### config.mk
export PLATFORM = sky130hd
export DESIGN_NAME = id_ex_stage
export DESIGN_NICKNAME = d
export VERILOG_FILES = /design/src/rtl/id_ex_stage.sv
export SDC_FILE = /design/constraint.sdc
export NUM_CORES = 1
export LEC_CHECK = 0
export CAP_MARGIN = 20
export CORE_MARGIN = 5
export CORE_UTILIZATION = 40
export DETAILED_ROUTE_END_ITERATION = 16
export PLACE_DENSITY = 0.88
export SETUP_SLACK_MARGIN = 0.3
export SLEW_MARGIN = 20
export SYNTH_ARGS = -nofsm -noshare
export SYNTH_HDL_FRONTEND = slang
export SYNTH_SLANG_ARGS = --single-unit
### constraint.sdc
create_clock -name clk -period 3.1 [get_ports clk]
set_input_delay 0.465 -clock clk [delete_from_list [all_inputs] [get_ports clk]]
set_output_delay 0.465 -clock clk [all_outputs]
set_load 0.01 [all_outputs]
### src/rtl/id_ex_stage.sv
`timescale 1ns/1ps
`default_nettype none
// ============================================================================
//  Module   : id_ex_stage
//  Brief    : Decode-to-execute pipeline register with hazard detection.
//             Generates register-file read addresses and a hazard stall.
//             Keeps a saturating count of stall cycles.
//  Config   : ID_FORWARDING_EN defined   -> stall only on EX-stage load-use
//             ID_FORWARDING_EN undefined -> stall on any EX/MEM writeback match
//  Revision : 1.0  initial release
// ============================================================================
module id_ex_stage #(
  parameter int WORD_WIDTH     = 32,
  parameter int REG_ADDR_WIDTH = 4,
  parameter int CTRL_WIDTH     = 10,
  parameter int CNT_WIDTH      = 16
) (
  input  logic                      clk,
  input  logic                      rst,
  input  logic [WORD_WIDTH-1:0]     pc_in,
  input  logic [WORD_WIDTH-1:0]     instruction_in,
  input  logic                      in_valid,
  input  logic [CTRL_WIDTH-1:0]     ctrl_in,
  input  logic                      use_src1,
  input  logic                      use_src2,
  input  logic [WORD_WIDTH-1:0]     reg1_in,
  input  logic [WORD_WIDTH-1:0]     reg2_in,
  input  logic                      ex_wb_en,
  input  logic                      ex_mem_read,
  input  logic [REG_ADDR_WIDTH-1:0] ex_dst,
  input  logic [REG_ADDR_WIDTH-1:0] mem_dst,
  input  logic                      mem_wb_en,
  input  logic                      flush,
  output logic [REG_ADDR_WIDTH-1:0] src1,
  output logic [REG_ADDR_WIDTH-1:0] src2,
  output logic                      hazard_stall,
  output logic                      out_valid,
  output logic [WORD_WIDTH-1:0]     pc_out,
  output logic [WORD_WIDTH-1:0]     reg1_out,
  output logic [WORD_WIDTH-1:0]     reg2_out,
  output logic [REG_ADDR_WIDTH-1:0] dst_out,
  output logic [REG_ADDR_WIDTH-1:0] src1_out,
  output logic [REG_ADDR_WIDTH-1:0] src2_out,
  output logic [23:0]               imm_out,
  output logic [11:0]               shifter_out,
  output logic [CTRL_WIDTH-1:0]     ctrl_out,
  output logic [CNT_WIDTH-1:0]      stall_cnt
);

  // Position of mem_write inside {update,B,EX_command[3:0],mem_write,mem_read,WB_en,Imm}
  localparam int c_MEM_WRITE_BIT = 3;

  logic [REG_ADDR_WIDTH-1:0] w_src1;
  logic [REG_ADDR_WIDTH-1:0] w_src2;
  logic                      w_ex_src1;
  logic                      w_ex_src2;
  logic                      w_hazard;

  // Stores read Rd as the second operand (data to store), others read Rm
  assign w_src1 = instruction_in[16 +: REG_ADDR_WIDTH];
  assign w_src2 = ctrl_in[c_MEM_WRITE_BIT] ? instruction_in[12 +: REG_ADDR_WIDTH]
                                           : instruction_in[0 +: REG_ADDR_WIDTH];
  assign src1   = w_src1;
  assign src2   = w_src2;

  assign w_ex_src1 = ex_wb_en && (ex_dst == w_src1);
  assign w_ex_src2 = ex_wb_en && (ex_dst == w_src2);

`ifdef ID_FORWARDING_EN
  // EX/MEM results are forwarded downstream; only a load in EX cannot be
  logic w_unused;
  assign w_unused = ^{instruction_in[WORD_WIDTH-1:24], mem_wb_en, mem_dst};
  assign w_hazard = in_valid && !flush && ex_mem_read &&
                    ((use_src1 && w_ex_src1) || (use_src2 && w_ex_src2));
`else
  logic w_mem_src1;
  logic w_mem_src2;
  logic w_unused;
  assign w_unused   = ^{instruction_in[WORD_WIDTH-1:24], ex_mem_read};
  assign w_mem_src1 = mem_wb_en && (mem_dst == w_src1);
  assign w_mem_src2 = mem_wb_en && (mem_dst == w_src2);
  // No forwarding: wait until neither EX nor MEM still owes a source register
  assign w_hazard   = in_valid && !flush &&
                      ((use_src1 && (w_ex_src1 || w_mem_src1)) ||
                       (use_src2 && (w_ex_src2 || w_mem_src2)));
`endif

  assign hazard_stall = w_hazard;

  // Pipeline register: flush and stall insert a bubble, otherwise capture decode
  always_ff @(posedge clk or negedge rst) begin
    if (!rst) begin
      out_valid   <= 1'b0;
      pc_out      <= '0;
      reg1_out    <= '0;
      reg2_out    <= '0;
      dst_out     <= '0;
      src1_out    <= '0;
      src2_out    <= '0;
      imm_out     <= '0;
      shifter_out <= '0;
      ctrl_out    <= '0;
    end else if (flush || w_hazard) begin
      out_valid <= 1'b0;
      ctrl_out  <= '0;
    end else begin
      out_valid   <= in_valid;
      pc_out      <= pc_in;
      reg1_out    <= reg1_in;
      reg2_out    <= reg2_in;
      dst_out     <= instruction_in[12 +: REG_ADDR_WIDTH];
      src1_out    <= w_src1;
      src2_out    <= w_src2;
      imm_out     <= instruction_in[23:0];
      shifter_out <= instruction_in[11:0];
      ctrl_out    <= in_valid ? ctrl_in : '0;
    end
  end

  // Saturating count of cycles lost to hazards
  always_ff @(posedge clk or negedge rst) begin
    if (!rst) begin
      stall_cnt <= '0;
    end else if (w_hazard && (stall_cnt != {CNT_WIDTH{1'b1}})) begin
      stall_cnt <= stall_cnt + CNT_WIDTH'(1);
    end
  end

endmodule
`default_nettype wire

==> impl.org, run 1 <==
** Cells and area
- Layout overhead on the synthesized area :: 68.5%
- The final layout contains 938 nets.
- Share of layout cells above drive strength 1 :: 0.286
- Post-layout util :: 0.688
- Antenna diodes :: 0
- Fill cells in the final layout number 1098.

** Clock tree
- The clock net in this run drives a total of 151 sinks.
- The cell sitting at the root of the clock tree is a clkbuf_16.
- For the worst-skew pair, the clock arrives at the later sink with an insertion delay of 0.41 ns.
- CTS H-tree lvls :: 4
- Clock slew seen by the registers of the worst setup and hold paths :: 0.06 ns
- Counting the buffers created by CTS gives 17.
- TritonCTS built the clock tree.
- The clock passes through at most 2 buffers.

** Detailed routing
- Number of search-and-repair iterations in the first detailed-routing pass :: 4
- In the routed design, unresolved DRC markers number 0.
- Final wirelength :: 20900 um
- The detailed router finished its first iteration with 145 violations.
- Drt wl/cell :: 20.7 um
- Total via count after detailed routing :: 4868
- Number of routed nets with antenna violations :: 0
- After detailed routing, the number of vias per cell comes to 4.82.

** STA
- Dividing the final minimum period by the clock period gives 0.889.
- Worst slew margin relative to its limit :: 0.586
- The routed design could run at a clock period as short as 2.76 ns.
- Hold is met by 0.345 ns.
- Number of failing hold endpoints at the final stage :: 0
- Worst Clk Skew :: 0.00362 ns
- Number of pins exceeding their max-slew limit in the final report :: 0
- Setup repair after global routing left no endpoint under its margin.
- At the pin with the least slew margin, the transition time is 0.621 ns.
- Maximum clock frequency :: 363 MHz
- Setup violations remaining at the end of the flow were counted as 0.

** Worst setup path
- Setup crit start kind :: input pin
- Crit Path Max Fanout :: 6
- The worst setup path is captured at a register.
- Data required time at the worst endpoint :: 3.39 ns
- Arrival time reported for the critical path endpoint :: 3.05 ns
- The critical path is of the in2reg type.

** Global routing
- Entering global routing, the biggest net connects 66 pins.
- Global routing finished with a remaining overflow of 0.
- First-pass GRT wire length :: 30800 um
- The via count of the first global-routing pass came to 5401.
- The number of antenna violations at the first check in global routing came to 1.
- GRT Resource Usage Total :: 0.216

** Synthesis
- Commonest cells in the synthesized netlist :: dfrtp_1 (151), mux2_2 (69), mux2_4 (60), buf_4 (24), xnor2_1 (22)
- Post-Syn Nets :: 585
- Among all flip-flop cells after synthesis, the most frequent one is dfrtp_1.
- Of all flip-flops after synthesis, the portion carrying an async set or reset was 1.00.
- Dividing the synthesized area by the synthesized cell count gives 15.1 um2.
- Flip-flop and latch count after synthesis :: 151
- During synthesis, Yosys emitted a total of 0 warnings.
- Top post-synthesis cells by area :: dfrtp_1 (58%), mux2_4 (14%), mux2_2 (12%)
- Share of Yosys cell area claimed by the top area cell type :: 0.582
- Count of flip-flops with a built-in enable after synthesis :: 0
- Synthesis handed over a netlist of 429 instances.
- Area leader, netlist :: dfrtp_1
- After synthesis the cells add up to 6490 um2.
- The netlist uses 27 different library cells.
- Most frequent cell after synthesis :: dfrtp_1
- The share of the Yosys chip area taken by registers is 0.582.

** Run
- Max-cap violations in this run came to 0.

** Floorplanning
- For this configuration, the core starts out at a cell density of 0.408.
- The die is 137 um wide.
- Io pins :: 335
- The core region is 15900 um2.
- Number of core rows :: 46
- Die Y-Extent :: 137 um
- The die covers 18900 um2.

** Run status
- Run status :: completed

** Placement
- Routability-driven placement finished with a final weighted congestion of 0.892.
- HPWL Detailed :: 15700 um
- Count of buffers inserted at the top-level ports :: 325

** Pwr
- Across the VDD grid, the largest voltage drop is 0.000363 V.
- Tot Pwr :: 5.78 mW
- Pwr/cell area :: 528 nW/um2
- The analysis attributes to cell leakage a power of 4.78 nW.

** Min path
- The worst hold path belongs to the class in2reg.
-- what timing repair did --
action | CTS | global route
setup endpoints to repair | 128 | 123
pin swaps | 3 | 3
hold buffers | 1 | 0
setup buffers | 10 | 3
cloned | 1 | 1
hold endpoints to repair | 37 | 0
gates resized for setup | 17 | 26
-- flip-flops by register name, indices dropped and copies added (netlist names) --
name and cells:
imm_out 18, reg2_out 32, reg1_out 32, src2_out 4
pc_out 32, src1_out 3, stall_cnt 16, ctrl_out 10
dst_out 3, out_valid 1
-- logic make-up (layout without fill, tap and decap cells) --
family	Yosys count	count (layout)	synth area share
xor gates and xnor gates	27	27	0.0364
buffers and inverters	50	416	0.0523
AOI/OAI and AO/OA	3	3	0.00636
and+or+nand+nor	64	64	0.0559
muxes	133	133	0.265
adders and majority gates	1	1	0.00193
DFF	151	151	0.582
-- metal layers --
| metal | track usage | part of all wire |
|---|---|---|
| met5 | 0 | 0.00096 |
| met4 | 0.0626 | 0.015 |
| met3 | 0.0807 | 0.088 |
| met2 | 0.384 | 0.53 |
| met1 | 0.241 | 0.36 |
-- critical path, cell delays in order --
cell             delay, ns
clkdlybuf4s50_1       0.51
nand2_1               0.07
mux2_4                0.28
nor4_4                0.29
a31oi_2               0.08
o221ai_4              0.23
buf_6                 0.15
buf_12                0.10
a21oi_4               0.04
buf_4                 0.14
bufbuf_16             0.27
buf_4                 0.14
mux2_4                0.29
-- final timing paths --
kind	start	to	depth (start not counted)	slack [ns]
worst max-delay path	mem_wb_en	reg1_out[13]	13	0.34
max in group asynchronous	rst	stall_cnt[10]	3	1.60
worst min-delay path	instruction_in[2]	imm_out[2]	2	0.34
worst min register to register	stall_cnt[8]	stall_cnt[8]	1	0.50
worst max register to register	stall_cnt[0]	stall_cnt[1]	7	0.66
min in group asynchronous	rst	reg1_out[24]	2	0.52
-- placed cells by master, fill, tap and decap left out, types with 3 or more instances in the layout --
cell and instances:
clkdlybuf4s50_1 314, dfrtp_1 151, mux2_2 68, mux2_4 61
buf_4 36, clkbuf_16 18, xnor2_1 17, and2_1 13
nand4_1 12, nand3_1 10, inv_1 8, nand2_1 7
buf_6 6, buf_12 6, xor2_1 5, nor3_1 5
and3_1 5, dlymetal6s2s_1 5, mux2i_1 3, xnor2_2 3
nand2b_1 3, nor2_1 3, clkinv_4 3, clkinvlp_4 3
clkbuf_8 3, clkbuf_2 3
-- power breakdown --
group / total, mW / switching (mW) / internal [mW] / leakage (nW)
Combinational: 1.43 / 0.515 / 0.920 / 2.68
Sequential: 2.32 / 0.142 / 2.18 / 1.82
Clock: 2.02 / 0.836 / 1.18 / 0.281
Total: 5.78 / 1.49 / 4.28 / 4.78
-- cell type report --
| cell class | instances | area [um2] | share of cell area |
|---|---|---|---|
| Clock buffer | 20 | 467 | 0.0427 |
| Clock inverter | 12 | 118 | 0.0108 |
| Inverter | 8 | 30.0 | 0.00275 |
| Multi-Input combinational cell | 228 | 2480 | 0.227 |
| Sequential cell | 151 | 3780 | 0.346 |
| Tap cell | 216 | 270 | 0.0247 |
| Timing Repair Buffer | 376 | 3790 | 0.347 |
-- through the flow --
| step | area [um2] | TNS, ns | setup WS [ns] | std cells |
|---|---|---|---|---|
| after floorplan | 6490 | 0 | 0.368 | 429 |
| after global placement | 10000 | -42.00 | -0.408 | 963 |
| after detailed placement | 10000 | -56.89 | -0.504 | 963 |
| after CTS | 10800 | 0 | 0.307 | 1007 |
| after global routing | 10900 | 0 | 0.283 | 1011 |
| final | 10900 | 0 | 0.345 | 1011 |
Note: power is estimated with default switching activity, not from simulation.
==> inputs of run 2 (changes only) <==
SLEW_MARGIN = 0   (was 20)
==> results of run 2 <==
No change in the layout: final DEF, timing and power equal those of run 1.
==> inputs of run 3 (changes only) <==
SLEW_MARGIN = 20   (was 0)
==> results of run 3 <==
No change in the layout: final DEF, timing and power equal those of run 1.
